### config.mk
export PLATFORM = sky130hd
export DESIGN_NAME = psum_wb_ctrl
export DESIGN_NICKNAME = d
export VERILOG_FILES = /design/src/rtl/psum_wb_ctrl_pkg.sv /design/src/rtl/psum_wb_ctrl_sfp.sv /design/src/rtl/psum_wb_ctrl.sv
export SDC_FILE = /design/constraint.sdc
export NUM_CORES = 1
export LEC_CHECK = 0
export BUFFER_PORTS_ARGS = -buffer_cell sky130_fd_sc_hd__buf_2
export CAP_MARGIN = 10
export CORE_MARGIN = 1
export CORE_UTILIZATION = 51
export CTS_CLUSTER_SIZE = 40
export DETAILED_ROUTE_END_ITERATION = 16
export PLACE_DENSITY = 0.88
export RECOVER_POWER = 25
export SYNTH_ARGS = -nofsm -noshare
export SYNTH_HDL_FRONTEND = slang
export SYNTH_SLANG_ARGS = --single-unit
### constraint.sdc
create_clock -name clk -period 2.65 [get_ports clk]
set_input_delay 0.265 -clock clk [delete_from_list [all_inputs] [get_ports clk]]
set_output_delay 0.265 -clock clk [all_outputs]
set_load 0.05 [all_outputs]
### src/rtl/psum_wb_ctrl_pkg.sv
// Shared definitions for the partial-sum write-back controller: FSM states,
// pass mode codes and small mode-decode helpers.
package psum_wb_ctrl_pkg;

    typedef enum logic [2:0] {
        ST_IDLE  = 3'd0,
        ST_FETCH = 3'd1,
        ST_WAIT  = 3'd2,
        ST_WRITE = 3'd3,
        ST_FIN   = 3'd4
    } state_t;

    localparam logic [1:0] MODE_PASS = 2'b00;
    localparam logic [1:0] MODE_ACC  = 2'b01;
    localparam logic [1:0] MODE_RELU = 2'b10;
    localparam logic [1:0] MODE_RSVD = 2'b11;

    // The reserved code behaves as ReLU, so fold it once when the pass is latched.
    function automatic logic [1:0] norm_mode(input logic [1:0] m);
        return (m == MODE_RSVD) ? MODE_RELU : m;
    endfunction

    function automatic logic uses_ofifo(input logic [1:0] m);
        return (m == MODE_PASS) || (m == MODE_ACC);
    endfunction

    function automatic logic uses_sram_read(input logic [1:0] m);
        return (m != MODE_PASS);
    endfunction

endpackage

### src/rtl/psum_wb_ctrl_sfp.sv
// Single-column special-function lane: passthrough, wrapping accumulate or ReLU.
module sfp
    import psum_wb_ctrl_pkg::*;
#(
    parameter int psum_bw = 16
) (
    input  logic [1:0]         mode,
    input  logic [psum_bw-1:0] psum,
    input  logic [psum_bw-1:0] ofifo,
    output logic [psum_bw-1:0] result
);

    // Per-lane result; the add simply drops the carry out, giving two's-complement wrap.
    always_comb begin
        result = {psum_bw{1'b0}};
        case (mode)
            MODE_PASS: result = ofifo;
            MODE_ACC:  result = psum + ofifo;
            MODE_RELU: result = psum[psum_bw-1] ? {psum_bw{1'b0}} : psum;
            default:   result = psum[psum_bw-1] ? {psum_bw{1'b0}} : psum;
        endcase
    end

endmodule

### src/rtl/psum_wb_ctrl.sv
// Row-by-row PSUM SRAM write-back controller: pops OFIFO rows and/or reads SRAM
// rows, runs them through col sfp lanes and writes the result back in place.
module psum_wb_ctrl
    import psum_wb_ctrl_pkg::*;
#(
    parameter int col     = 8,
    parameter int psum_bw = 16,
    parameter int addr_w  = 11
) (
    input  logic                   clk,
    input  logic                   reset_n,
    input  logic                   start,
    input  logic [1:0]             mode,
    input  logic [addr_w-1:0]      base_addr,
    input  logic [addr_w-1:0]      num_rows,
    input  logic                   ofifo_valid,
    input  logic [col*psum_bw-1:0] ofifo_out,
    output logic                   ofifo_rd,
    output logic                   psum_cen,
    output logic                   psum_wen,
    output logic [addr_w-1:0]      psum_addr,
    output logic [col*psum_bw-1:0] psum_d,
    input  logic [col*psum_bw-1:0] psum_q,
    output logic                   busy,
    output logic                   done
);

    localparam logic [addr_w-1:0] ROW_ONE = {{(addr_w-1){1'b0}}, 1'b1};
    localparam logic [addr_w-1:0] ROW_ZERO = {addr_w{1'b0}};

    state_t                   state_r;
    state_t                   state_s;
    logic [1:0]               mode_r;
    logic [addr_w-1:0]        addr_r;
    logic [addr_w-1:0]        count_r;
    logic [col*psum_bw-1:0]   ofifo_row_r;
    logic [col*psum_bw-1:0]   psum_row_r;
    logic [col*psum_bw-1:0]   lane_s;

    // State register.
    always_ff @(posedge clk or negedge reset_n) begin
        if (!reset_n) begin
            state_r <= ST_IDLE;
        end else begin
            state_r <= state_s;
        end
    end

    // Next state and SRAM/OFIFO strobes; ofifo_rd and the FETCH read must react
    // to ofifo_valid in the same cycle, so these are decoded from the state.
    always_comb begin
        state_s   = state_r;
        ofifo_rd  = 1'b0;
        psum_cen  = 1'b1;
        psum_wen  = 1'b1;
        psum_addr = addr_r;
        psum_d    = {(col*psum_bw){1'b0}};
        busy      = (state_r != ST_IDLE);
        done      = (state_r == ST_FIN);
        case (state_r)
            ST_IDLE: begin
                if (start) begin
                    state_s = (num_rows == ROW_ZERO) ? ST_FIN : ST_FETCH;
                end else begin
                    state_s = ST_IDLE;
                end
            end
            ST_FETCH: begin
                if (!uses_ofifo(mode_r) || ofifo_valid) begin
                    ofifo_rd = uses_ofifo(mode_r);
                    if (uses_sram_read(mode_r)) begin
                        psum_cen = 1'b0;
                        psum_wen = 1'b1;
                        state_s  = ST_WAIT;
                    end else begin
                        state_s  = ST_WRITE;
                    end
                end else begin
                    state_s = ST_FETCH;
                end
            end
            ST_WAIT: begin
                state_s = ST_WRITE;
            end
            ST_WRITE: begin
                psum_cen = 1'b0;
                psum_wen = 1'b0;
                psum_d   = lane_s;
                state_s  = (count_r == ROW_ONE) ? ST_FIN : ST_FETCH;
            end
            ST_FIN: begin
                state_s = ST_IDLE;
            end
            default: begin
                state_s = ST_IDLE;
            end
        endcase
    end

    // Pass parameters, row pointer/count and the two row-capture registers.
    always_ff @(posedge clk or negedge reset_n) begin
        if (!reset_n) begin
            mode_r      <= MODE_PASS;
            addr_r      <= ROW_ZERO;
            count_r     <= ROW_ZERO;
            ofifo_row_r <= {(col*psum_bw){1'b0}};
            psum_row_r  <= {(col*psum_bw){1'b0}};
        end else begin
            case (state_r)
                ST_IDLE: begin
                    if (start) begin
                        mode_r  <= norm_mode(mode);
                        addr_r  <= base_addr;
                        count_r <= num_rows;
                    end
                end
                ST_FETCH: begin
                    if (ofifo_rd) begin
                        ofifo_row_r <= ofifo_out;
                    end
                end
                ST_WAIT: begin
                    psum_row_r <= psum_q;
                end
                ST_WRITE: begin
                    addr_r  <= addr_r + ROW_ONE;
                    count_r <= count_r - ROW_ONE;
                end
                default: begin
                    count_r <= count_r;
                end
            endcase
        end
    end

    for (genvar c = 0; c < col; c++) begin : g_lane
        sfp #(
            .psum_bw(psum_bw)
        ) u_sfp (
            .mode   (mode_r),
            .psum   (psum_row_r[c*psum_bw +: psum_bw]),
            .ofifo  (ofifo_row_r[c*psum_bw +: psum_bw]),
            .result (lane_s[c*psum_bw +: psum_bw])
        );
    end

endmodule

==> results of run 1 <==
==> through the flow <==
step / utilization [%] / std cells / instance area (sq um)
floorplan: - / 2069 / 20000
global placement: 65.1 / 3139 / 24500
detailed placement: 65.1 / 3139 / 24500
CTS: 83.2 / 3560 / 31300
==> metal layers <==
metal | GRT usage (%) | overflow
met1 | 72.2 | 1
met2 | 89.7 | 90
met3 | 53.6 | 6
met4 | 73.6 | 84
met5 | 14.2 | 2
==> kinds of logic after synthesis <==
family	count (synthesis)	share of synthesized area (%)
AO/OA/AOI/OAI	621	20.8
XOR/XNOR	65	2.92
adder cells (fa/ha/maj)	131	8.71
buffers and inverters	179	3.44
flip-flops	283	36.3
multiplexers	261	14.8
AND/OR/NAND/NOR	529	13.0
==> cell usage after synthesis (9+ instances only) <==
cell type                  instances  area [sq um]
sky130_fd_sc_hd__a31oi_1          81           507
sky130_fd_sc_hd__nor3_1           56           280
sky130_fd_sc_hd__ha_1            123          1540
sky130_fd_sc_hd__a21oi_1         129           646
sky130_fd_sc_hd__o21ai_0         109           546
sky130_fd_sc_hd__inv_1            61           229
sky130_fd_sc_hd__o211ai_1         10          75.1
sky130_fd_sc_hd__nor2_1          156           586
sky130_fd_sc_hd__and2_1           10          62.6
sky130_fd_sc_hd__mux2_2          227          2560
sky130_fd_sc_hd__xor2_1           32           280
sky130_fd_sc_hd__o21a_1           45           338
sky130_fd_sc_hd__nand3_1          53           265
sky130_fd_sc_hd__nand2_1         129           484
sky130_fd_sc_hd__a21boi_0         29           218
sky130_fd_sc_hd__dfrtp_1         283          7080
sky130_fd_sc_hd__o22ai_1          22           138
sky130_fd_sc_hd__o21bai_1         11          82.6
sky130_fd_sc_hd__mux2i_1          34           340
sky130_fd_sc_hd__nand2b_1          9          56.3
sky130_fd_sc_hd__clkbuf_1         94           353
sky130_fd_sc_hd__a21o_1           38           285
sky130_fd_sc_hd__xnor2_1          33           289
sky130_fd_sc_hd__a211oi_1         54           405
sky130_fd_sc_hd__and3_1           14          87.6
sky130_fd_sc_hd__nor3b_1          25           188
sky130_fd_sc_hd__or3_1            13          81.3
sky130_fd_sc_hd__buf_1            22          82.6
sky130_fd_sc_hd__nor2b_1          26           163
sky130_fd_sc_hd__o311ai_0         14           123
==> what timing repair did <==
action	4_1_cts
hold buffers	274
endpoints found under the setup margin	119
resized for setup	544
setup buffers	102
pin swaps	251
endpoints found under the hold margin	351
gates cloned	2
==> impl_metrics.xml, run 1 <==
<?xml version="1.0" encoding="UTF-8"?>
<metrics>
  <group name="outcome">
    <metric name="run_status" unit="">stopped before the end</metric>
    <metric name="failed_stage" unit="">global routing (5_1_grt)</metric>
    <metric name="error" unit="">[ERROR GRT-0232] Routing congestion too high. Check the congestion heatmap in the GUI.</metric>
  </group>
  <group name="global_route">
    <metric name="gr-usage-all-layers" unit="%">71.6</metric>
    <metric name="maximum_number_of_pins_on_one_net_before_global_route_repair" unit="">92</metric>
    <metric name="grt_overflow_total" unit="">183</metric>
  </group>
  <group name="die">
    <metric name="num_io_pins" unit="">428</metric>
    <metric name="die_x" unit="um">198</metric>
    <metric name="floorplan.die.height" unit="um">198</metric>
    <metric name="site_rows" unit="">71</metric>
    <metric name="floorplan.initialDensity" unit="%">51.8</metric>
  </group>
  <group name="placed_design">
    <metric name="dpl_worst_slack" unit="ns">-0.368</metric>
    <metric name="io_buffer_count" unit="">427</metric>
    <metric name="place.detailed.hpwl" unit="mm">47.7</metric>
    <metric name="globalplace.congestion" unit="">0.958</metric>
  </group>
  <group name="yosys">
    <metric name="synth-seq-cells" unit="">283</metric>
    <metric name="yosysWarningCount" unit="">0</metric>
    <metric name="synthesis.instances" unit="">2069</metric>
    <metric name="ys_types" unit="">63</metric>
    <metric name="syn-cell-area" unit="sq mm">0.0195</metric>
    <metric name="ys_dominant_reg_cell" unit="">sky130_fd_sc_hd__dfrtp_1</metric>
    <metric name="synth-seq-area-share" unit="%">36.3</metric>
    <metric name="postSynth.asyncResetShare" unit="%">100</metric>
    <metric name="syn_nets" unit="">2484</metric>
    <metric name="post_synth.cell_area_avg" unit="sq um">9.43</metric>
    <metric name="post_synth_edffs" unit="">0</metric>
  </group>
  <group name="clock_tree">
    <metric name="clockRootBuffer" unit="">sky130_fd_sc_hd__clkbuf_16</metric>
    <metric name="clock_tree.htree_level_count" unit="">2</metric>
    <metric name="cts_buffer_depth" unit="">3</metric>
    <metric name="tritoncts.num_buffers" unit="">35</metric>
    <metric name="cts_sinks" unit="">283</metric>
  </group>
  <group name="timing">
    <metric name="worstEpCategory" unit="">primary output</metric>
    <metric name="grt-worst-endpoint" unit="">psum_d[127]</metric>
  </group>
</metrics>
==> run 2: changes to the inputs <==
Settings changed: CORE_UTILIZATION 51 to 40, CTS_CLUSTER_SIZE 40 to default, PLACE_DENSITY 0.88 to default, PLACE_DENSITY_LB_ADDON from default to 0.15.
Clock period 2.65 ns to 3.44 ns, I/O delays scaled along.
==> run 2 against run 1 <==
The flow now finishes, with violations (max-capacitance violations, max-slew violations, negative setup slack); synthesized cell count unchanged; synthesized area unchanged.
==> impl_metrics.xml, run 2 <==
<?xml version="1.0" encoding="UTF-8"?>
<metrics>
  <group name="finish">
    <metric name="reg.largest.list" unit="">ofifo_row_r (128), psum_row_r (128)</metric>
    <metric name="regArea" unit="sq mm">0.00709</metric>
    <metric name="layout-drive-gt1-share" unit="%">36.4</metric>
    <metric name="final_common_cell" unit="">sky130_fd_sc_hd__buf_2</metric>
    <metric name="final.fill_count" unit="">4390</metric>
    <metric name="area_delta_synth_final" unit="%">29.9</metric>
    <metric name="mostFrequentLayoutCells" unit="">sky130_fd_sc_hd__buf_2 (378), sky130_fd_sc_hd__dfrtp_1 (280), sky130_fd_sc_hd__mux2_2 (227), sky130_fd_sc_hd__nor2_1 (150), sky130_fd_sc_hd__nand2_1 (129)</metric>
    <metric name="final_nets" unit="">2946</metric>
    <metric name="total_area_of_multi_input_combinational_cells" unit="sq mm">0.0125</metric>
  </group>
  <group name="setup_path">
    <metric name="cp.required" unit="ns">3.10</metric>
    <metric name="setup.worst_path.start_class" unit="">flip-flop</metric>
    <metric name="critical_path.max_stage_delay" unit="ns">0.52</metric>
    <metric name="list_of_cells_traversed_by_the_critical_path" unit="">ha_4 &gt; o21a_4 &gt; o21ai_4 &gt; buf_4 &gt; o21ai_4 &gt; or2_4 &gt; a311oi_2 &gt; or4_1 &gt; a311o_1 &gt; buf_6</metric>
    <metric name="crit_path_frequent_cell" unit="">sky130_fd_sc_hd__o21ai_4</metric>
    <metric name="crit_path_end_kind" unit="">output pin</metric>
    <metric name="worstSetupPathType" unit="">flip-flop to output pin</metric>
    <metric name="critical_path_arrival" unit="ns">3.11</metric>
    <metric name="cp_slowest_cell" unit="">sky130_fd_sc_hd__or4_1</metric>
    <metric name="cp_max_fo" unit="">4</metric>
  </group>
  <group name="timing">
    <metric name="min_period_over_period" unit="%">101</metric>
    <metric name="fin_hold_ws" unit="ns">0.0213</metric>
    <metric name="clock.fmax" unit="GHz">0.289</metric>
    <metric name="slew_headroom" unit="%">-55.1</metric>
    <metric name="final_min_period" unit="ns">3.46</metric>
    <metric name="slew_violations" unit="">81</metric>
    <metric name="timing_hold_violations_final" unit="">0</metric>
    <metric name="post-route-worst-setup-slack" unit="ns">-0.0183</metric>
    <metric name="clock-skew-final" unit="ns">0.0166</metric>
    <metric name="final-setup-viol-count" unit="">1</metric>
    <metric name="grt_setup_unrepaired" unit="">yes</metric>
    <metric name="tightestPinTransition" unit="ns">2.33</metric>
  </group>
  <group name="global_route">
    <metric name="maximum_number_of_pins_on_one_net_before_global_route_repair" unit="">135</metric>
    <metric name="grt_pass1_vias" unit="">18400</metric>
    <metric name="grt_overflow_total" unit="">0</metric>
    <metric name="antenna_found_initial" unit="">19</metric>
    <metric name="grt_first_pass_wirelength" unit="mm">102</metric>
    <metric name="gr-usage-all-layers" unit="%">25.7</metric>
  </group>
  <group name="clock_tree">
    <metric name="clockRootBuffer" unit="">sky130_fd_sc_hd__clkbuf_16</metric>
    <metric name="tritoncts" unit="">built</metric>
    <metric name="tritoncts.num_buffers" unit="">36</metric>
    <metric name="cts.reportedPaths.clkPinSlew" unit="ns">0.06</metric>
    <metric name="clock_latency" unit="ns">0.55</metric>
    <metric name="cts_sinks" unit="">283</metric>
    <metric name="cts_buffer_depth" unit="">3</metric>
    <metric name="clock_tree.htree_level_count" unit="">2</metric>
  </group>
  <group name="die">
    <metric name="site_rows" unit="">80</metric>
    <metric name="num_io_pins" unit="">428</metric>
    <metric name="die_x" unit="um">223</metric>
    <metric name="core_region_area" unit="sq mm">0.0479</metric>
    <metric name="floorplan.initialDensity" unit="%">40.7</metric>
    <metric name="die_area" unit="sq mm">0.0497</metric>
    <metric name="floorplan.die.height" unit="um">223</metric>
  </group>
  <group name="yosys">
    <metric name="postSynth.asyncResetShare" unit="%">100</metric>
    <metric name="synth-seq-cells" unit="">283</metric>
    <metric name="post_synth_edffs" unit="">0</metric>
    <metric name="synthesis.instances" unit="">2069</metric>
    <metric name="syn_nets" unit="">2484</metric>
    <metric name="yosysWarningCount" unit="">0</metric>
    <metric name="ys_dominant_reg_cell" unit="">sky130_fd_sc_hd__dfrtp_1</metric>
    <metric name="ys_top_cells_by_count" unit="">sky130_fd_sc_hd__dfrtp_1 (283), sky130_fd_sc_hd__mux2_2 (227), sky130_fd_sc_hd__nor2_1 (156)</metric>
    <metric name="syn-cell-area" unit="sq mm">0.0195</metric>
    <metric name="synth_top_area_cell" unit="">sky130_fd_sc_hd__dfrtp_1</metric>
    <metric name="synth_most_common_cell" unit="">sky130_fd_sc_hd__dfrtp_1</metric>
    <metric name="post_synth.cell_area_avg" unit="sq um">9.43</metric>
    <metric name="ys_types" unit="">63</metric>
    <metric name="synth-seq-area-share" unit="%">36.3</metric>
    <metric name="synth.area.top_cells" unit="">sky130_fd_sc_hd__dfrtp_1 (36%), sky130_fd_sc_hd__mux2_2 (13%), sky130_fd_sc_hd__ha_1 (7.9%)</metric>
    <metric name="netlist.area_leader.share" unit="%">36.3</metric>
  </group>
  <group name="power_and_ir_drop">
    <metric name="p_leak" unit="nW">11.1</metric>
    <metric name="power-per-cell-area" unit="mW/mm^2">1260</metric>
    <metric name="ir_drop" unit="mV">0.617</metric>
  </group>
  <group name="drt">
    <metric name="met1_length" unit="mm">28.6</metric>
    <metric name="first_pass_iters" unit="">6</metric>
    <metric name="routed_wirelength" unit="mm">65.6</metric>
    <metric name="met2WireLength" unit="mm">30.9</metric>
    <metric name="wire_per_inst" unit="um">20.6</metric>
    <metric name="drt-initial-drc-count" unit="">1036</metric>
    <metric name="via_total_after_detailed_routing" unit="">18300</metric>
    <metric name="viasPerCell" unit="">5.76</metric>
    <metric name="antenna_violating_nets_post_route" unit="">0</metric>
    <metric name="top_layer_used" unit="">met5</metric>
    <metric name="met3RoutedLength" unit="mm">4.06</metric>
    <metric name="drc" unit="">0</metric>
  </group>
  <group name="placed_design">
    <metric name="dpl_worst_slack" unit="ns">0.170</metric>
    <metric name="io_buffer_count" unit="">427</metric>
    <metric name="place.detailed.hpwl" unit="mm">45.0</metric>
    <metric name="globalplace.congestion" unit="">0.887</metric>
  </group>
  <group name="flow_run">
    <metric name="max_cap_violations" unit="">1</metric>
  </group>
  <group name="outcome">
    <metric name="run_status" unit="">finished with violations</metric>
    <metric name="failed_checks" unit="">max-capacitance violations, max-slew violations, negative setup slack</metric>
  </group>
  <group name="hold_path">
    <metric name="hold_path.class" unit="">input pin to flip-flop</metric>
  </group>
</metrics>
==> run 2: path summary, 6_finish.rpt <==
| kind | slack [ns] | cells past startpoint | end | start |
|---|---|---|---|---|
| setup / recovery | -0.02 | 10 | psum_d[127] | ofifo_row_r[118] |
| hold / removal | 0.02 | 3 | psum_row_r[79] | psum_q[79] |
| setup reg to reg | 0.87 | 5 | state_r[0] | count_r[2] |
| hold reg to reg | 0.53 | 1 | ofifo_row_r[26] | ofifo_row_r[26] |
| max in group asynchronous | 0.76 | 2 | mode_r[0] | reset_n |
| min in group asynchronous | 1.04 | 2 | psum_row_r[23] | reset_n |
==> run 2: kinds of logic after synthesis <==
logic type                 Yosys count  share of synthesized area (%)
buffers and inverters              179                           3.44
AOI/OAI and AO/OA                  621                           20.8
DFF                                283                           36.3
adders and majority gates          131                           8.71
xor gates and xnor gates            65                           2.92
and+or+nand+nor                    529                           13.0
muxes                              261                           14.8
==> run 2: final cells by class <==
cell class | instances | area share (%)
diodes | 13 | 0.128
clock buffers | 54 | 4.38
clock inverters | 10 | 0.321
inverters | 63 | 0.948
multi-input cells | 1607 | 49.4
flip-flops and latches | 283 | 28.0
well taps | 615 | 3.04
repair buffers | 540 | 13.8
==> run 2: power breakdown <==
group	total (mW)	leakage (nW)	internal [mW]	switching, mW
registers	6.65	3.35	5.06	1.59
clock network	3.83	0.594	2.30	1.53
logic	21.5	7.15	9.10	12.4
total	32.0	11.1	16.5	15.5
==> run 2: worst max-delay path: cells and delay by family (launching register included) <==
kind | cells | cell delay [ns]
adders and majority gates | 1 | 0.30
DFF | 1 | 0.41
AOI/OAI and AO/OA | 5 | 0.85
and+or+nand+nor | 2 | 0.70
buffers and inverters | 2 | 0.32
==> run 2: metrics by stage <==
step	util, %	cell area [sq um]	std cells	total power, mW	setup TNS [ns]
6_report	52.9	25300	3185	32.0	-0.0183
3_5_place_dp	47.0	22500	3027	25.7	0
3_3_place_gp	47.0	22500	3027	25.4	0
4_1_cts	51.4	24600	3152	30.6	-0.0514
2_1_floorplan	-	19500	2069	21.1	0
5_1_grt	52.8	25300	3179	34.4	-0.440
==> run 2: repair_timing <==
action / in CTS / in global routing
endpoints found under the setup margin: 49 / 58
gates resized for setup: 109 / 128
endpoints found under the hold margin: 117 / 0
hold buffers: 39 / 0
pin swaps: 27 / 59
setup buffers: 22 / 20
==> run 2: per-layer routing <==
layer | up-vias | GRT usage, %
met2 | 560 | 42.2
met1 | 8974 | 33.5
met3 | 138 | 5.19
met4 | 14 | 9.28
li1 | 8645 | -
met5 | - | 0
Note: power is estimated with default switching activity, not from simulation.
==> run 3: changes to the inputs <==
--- a/config.mk
+++ b/config.mk
@@ -11,6 +11,6 @@
 export CORE_UTILIZATION = 40
 export DETAILED_ROUTE_END_ITERATION = 16
-export PLACE_DENSITY_LB_ADDON = 0.15
 export RECOVER_POWER = 25
+export SETUP_SLACK_MARGIN = 0.3
 export SYNTH_ARGS = -nofsm -noshare
 export SYNTH_HDL_FRONTEND = slang
==> constraint.sdc (replaced) <==
create_clock -name clk -period 3.44 [get_ports clk]
set_input_delay 0.172 -clock clk [delete_from_list [all_inputs] [get_ports clk]]
set_output_delay 0.172 -clock clk [all_outputs]
set_load 0.05 [all_outputs]
==> run 3 against run 2 <==
The run ends with max-capacitance violations, max-slew violations left; cell count is 9.2% higher; clock power is 5% higher; core utilization is 7.3 points higher; critical path depth is 1 higher; total power is 7.6% higher; flip-flop and latch count stayed put; hold slack better by 0.12 ns; sequential share of layout area is 3.4 points lower; setup slack better by 0.14 ns; highest routed layer unchanged; combinational power is 9.3% higher; routed wire length is 8.1% higher.
==> impl_metrics.xml, run 3 (same netlist as run 2, synthesis figures left out) <==
<?xml version="1.0" encoding="UTF-8"?>
<metrics>
  <group name="drt">
    <metric name="first_pass_iters" unit="">5</metric>
    <metric name="antenna_violating_nets_post_route" unit="">0</metric>
    <metric name="drt-initial-drc-count" unit="">1173</metric>
    <metric name="drc" unit="">0</metric>
    <metric name="viasPerCell" unit="">5.70</metric>
    <metric name="wire_per_inst" unit="um">20.4</metric>
    <metric name="routed_wirelength" unit="mm">70.9</metric>
    <metric name="via_total_after_detailed_routing" unit="">19800</metric>
  </group>
  <group name="setup_path">
    <metric name="critical_path_arrival" unit="ns">3.15</metric>
    <metric name="setup.worst_path.start_class" unit="">flip-flop</metric>
    <metric name="crit_path_end_kind" unit="">output pin</metric>
    <metric name="cp.required" unit="ns">3.27</metric>
    <metric name="cp_max_fo" unit="">2</metric>
    <metric name="worstSetupPathType" unit="">flip-flop to output pin</metric>
  </group>
  <group name="placed_design">
    <metric name="placed_cells_incl_taps" unit="">3028</metric>
    <metric name="globalplace.congestion" unit="">0.876</metric>
    <metric name="place.detailed.hpwl" unit="mm">45.7</metric>
    <metric name="io_buffer_count" unit="">427</metric>
  </group>
  <group name="timing">
    <metric name="timing_hold_violations_final" unit="">0</metric>
    <metric name="tns" unit="ns">0</metric>
    <metric name="final-setup-viol-count" unit="">0</metric>
    <metric name="clock-skew-final" unit="ns">0.0217</metric>
    <metric name="grt_setup_unrepaired" unit="">yes</metric>
    <metric name="min_period_over_period" unit="%">96.4</metric>
    <metric name="final_min_period" unit="ns">3.32</metric>
    <metric name="slew_headroom" unit="%">-71.2</metric>
    <metric name="clock.fmax" unit="GHz">0.301</metric>
    <metric name="tightestPinTransition" unit="ns">2.57</metric>
    <metric name="slew_violations" unit="">87</metric>
  </group>
  <group name="finish">
    <metric name="reg.largest.list" unit="">ofifo_row_r (128), psum_row_r (128)</metric>
    <metric name="finalNonFillerCells" unit="">3479</metric>
    <metric name="final_common_cell" unit="">sky130_fd_sc_hd__buf_2</metric>
    <metric name="area_delta_synth_final" unit="%">47.9</metric>
    <metric name="final_nets" unit="">3242</metric>
    <metric name="layout-drive-gt1-share" unit="%">36.8</metric>
    <metric name="mostFrequentLayoutCells" unit="">sky130_fd_sc_hd__buf_2 (363), sky130_fd_sc_hd__dlygate4sd3_1 (282), sky130_fd_sc_hd__dfrtp_1 (280), sky130_fd_sc_hd__mux2_2 (226), sky130_fd_sc_hd__nor2_1 (150)</metric>
  </group>
  <group name="clock_tree">
    <metric name="clock_latency" unit="ns">0.57</metric>
    <metric name="tritoncts.num_buffers" unit="">37</metric>
    <metric name="clock_tree.htree_level_count" unit="">2</metric>
    <metric name="cts_sinks" unit="">283</metric>
    <metric name="cts_buffer_depth" unit="">3</metric>
    <metric name="clockRootBuffer" unit="">sky130_fd_sc_hd__clkbuf_16</metric>
    <metric name="tritoncts" unit="">built</metric>
    <metric name="cts.reportedPaths.clkPinSlew" unit="ns">0.06</metric>
  </group>
  <group name="flow_run">
    <metric name="max_cap_violations" unit="">1</metric>
  </group>
  <group name="global_route">
    <metric name="gr-usage-all-layers" unit="%">27.4</metric>
    <metric name="grt_overflow_total" unit="">0</metric>
    <metric name="antenna_found_initial" unit="">10</metric>
    <metric name="grt_first_pass_wirelength" unit="mm">108</metric>
    <metric name="grt_pass1_vias" unit="">20000</metric>
    <metric name="maximum_number_of_pins_on_one_net_before_global_route_repair" unit="">106</metric>
  </group>
  <group name="power_and_ir_drop">
    <metric name="p_leak" unit="nW">12.5</metric>
    <metric name="ir_drop" unit="mV">0.688</metric>
    <metric name="power-per-cell-area" unit="mW/mm^2">1190</metric>
  </group>
  <group name="die">
    <metric name="floorplan.die.height" unit="um">223</metric>
    <metric name="die_area" unit="sq mm">0.0497</metric>
    <metric name="num_io_pins" unit="">428</metric>
    <metric name="die_x" unit="um">223</metric>
    <metric name="core_region_area" unit="sq mm">0.0479</metric>
    <metric name="site_rows" unit="">80</metric>
    <metric name="floorplan.initialDensity" unit="%">40.7</metric>
  </group>
  <group name="outcome">
    <metric name="failed_checks" unit="">max-capacitance violations, max-slew violations</metric>
    <metric name="run_status" unit="">finished with violations</metric>
  </group>
  <group name="hold_path">
    <metric name="hold_path.class" unit="">input pin to flip-flop</metric>
  </group>
</metrics>
run 3: cell types whose count changed in the layout (fill, tap and decap cells not counted), sizes merged:
| cell | before | now |
|---|---|---|
| buf | 492 | 546 |
| bufinv | 1 | 4 |
| clkbuf | 63 | 59 |
| diode | 13 | 10 |
| dlygate4sd3 | 39 | 282 |
| inv | 60 | 61 |
run 3: through the flow:
| step | utilization (%) | hold WS, ns | area [sq um] | power (mW) | setup WS (ns) |
|---|---|---|---|---|---|
| finish | 60.2 | 0.141 | 28900 | 34.4 | 0.122 |
| global route | 60.2 | 0.200 | 28900 | 36.7 | -0.0103 |
| CTS | 57.9 | 0.0987 | 27800 | 32.1 | 0.188 |
| detailed placement | 46.9 | 0.271 | 22500 | 25.6 | 0.387 |
| global placement | 46.9 | 0.260 | 22500 | 25.3 | 0.368 |
| floorplan | - | -0.124 | 19600 | 21.1 | 0.311 |
run 3: final timing paths:
check                                 from              end  slack, ns  cells after the start
min in group asynchronous          reset_n  ofifo_row_r[18]       0.91                      2
setup / recovery             psum_row_r[0]       psum_d[14]       0.12                     11
hold reg to reg            ofifo_row_r[47]  ofifo_row_r[47]       0.53                      1
max in group asynchronous          reset_n        mode_r[0]       0.66                      2
hold / removal                       start        mode_r[1]       0.14                      5
setup reg to reg                count_r[2]       state_r[0]       0.84                      5
run 3: layout make-up:
cell class                      count  area, sq um
Timing Repair Buffer              835         6380
Inverter                           63          248
Fill cell                        3922        19100
Clock inverter                     14          200
Antenna cell                       10         25.0
Clock buffer                       52         1050
Sequential cell                   283         7090
Multi-Input combinational cell   1607        13100
Tap cell                          615          769
run 3: per-layer routing:
metal | vias up | track usage, % | part of all wire, %
met2 | 679 | 45.7 | 48
met3 | 160 | 5.85 | 6.3
met5 | - | 0 | 0.018
met1 | 9747 | 34.1 | 42
li1 | 9243 | - | -
met4 | 2 | 11.6 | 3.4
run 3: worst max-delay path, cell delays in order, from the launching register on:
cell and delay [ns]:
sky130_fd_sc_hd__dfrtp_1 0.36, sky130_fd_sc_hd__ha_2 0.19, sky130_fd_sc_hd__inv_1 0.05, sky130_fd_sc_hd__fa_2 0.37, sky130_fd_sc_hd__nor2b_4 0.16, sky130_fd_sc_hd__o31ai_2 0.09
sky130_fd_sc_hd__a211o_1 0.31, sky130_fd_sc_hd__a21oi_2 0.18, sky130_fd_sc_hd__a22oi_1 0.10, sky130_fd_sc_hd__mux2_2 0.32, sky130_fd_sc_hd__a211oi_4 0.23, sky130_fd_sc_hd__buf_6 0.19
run 3: power by group:
group          leakage [nW]  switching, mW  internal, mW
sequential             3.35           1.77          5.05
clock                 0.618           1.58          2.44
combinational          8.49           13.1          10.4
total                  12.5           16.5          17.9
run 3: repair_timing:
action	in CTS	in global routing
setup buffers	64	29
pin swaps	76	88
resized for setup	187	208
endpoints found under the hold margin	364	0
endpoints found under the setup margin	72	74
hold buffers	282	0
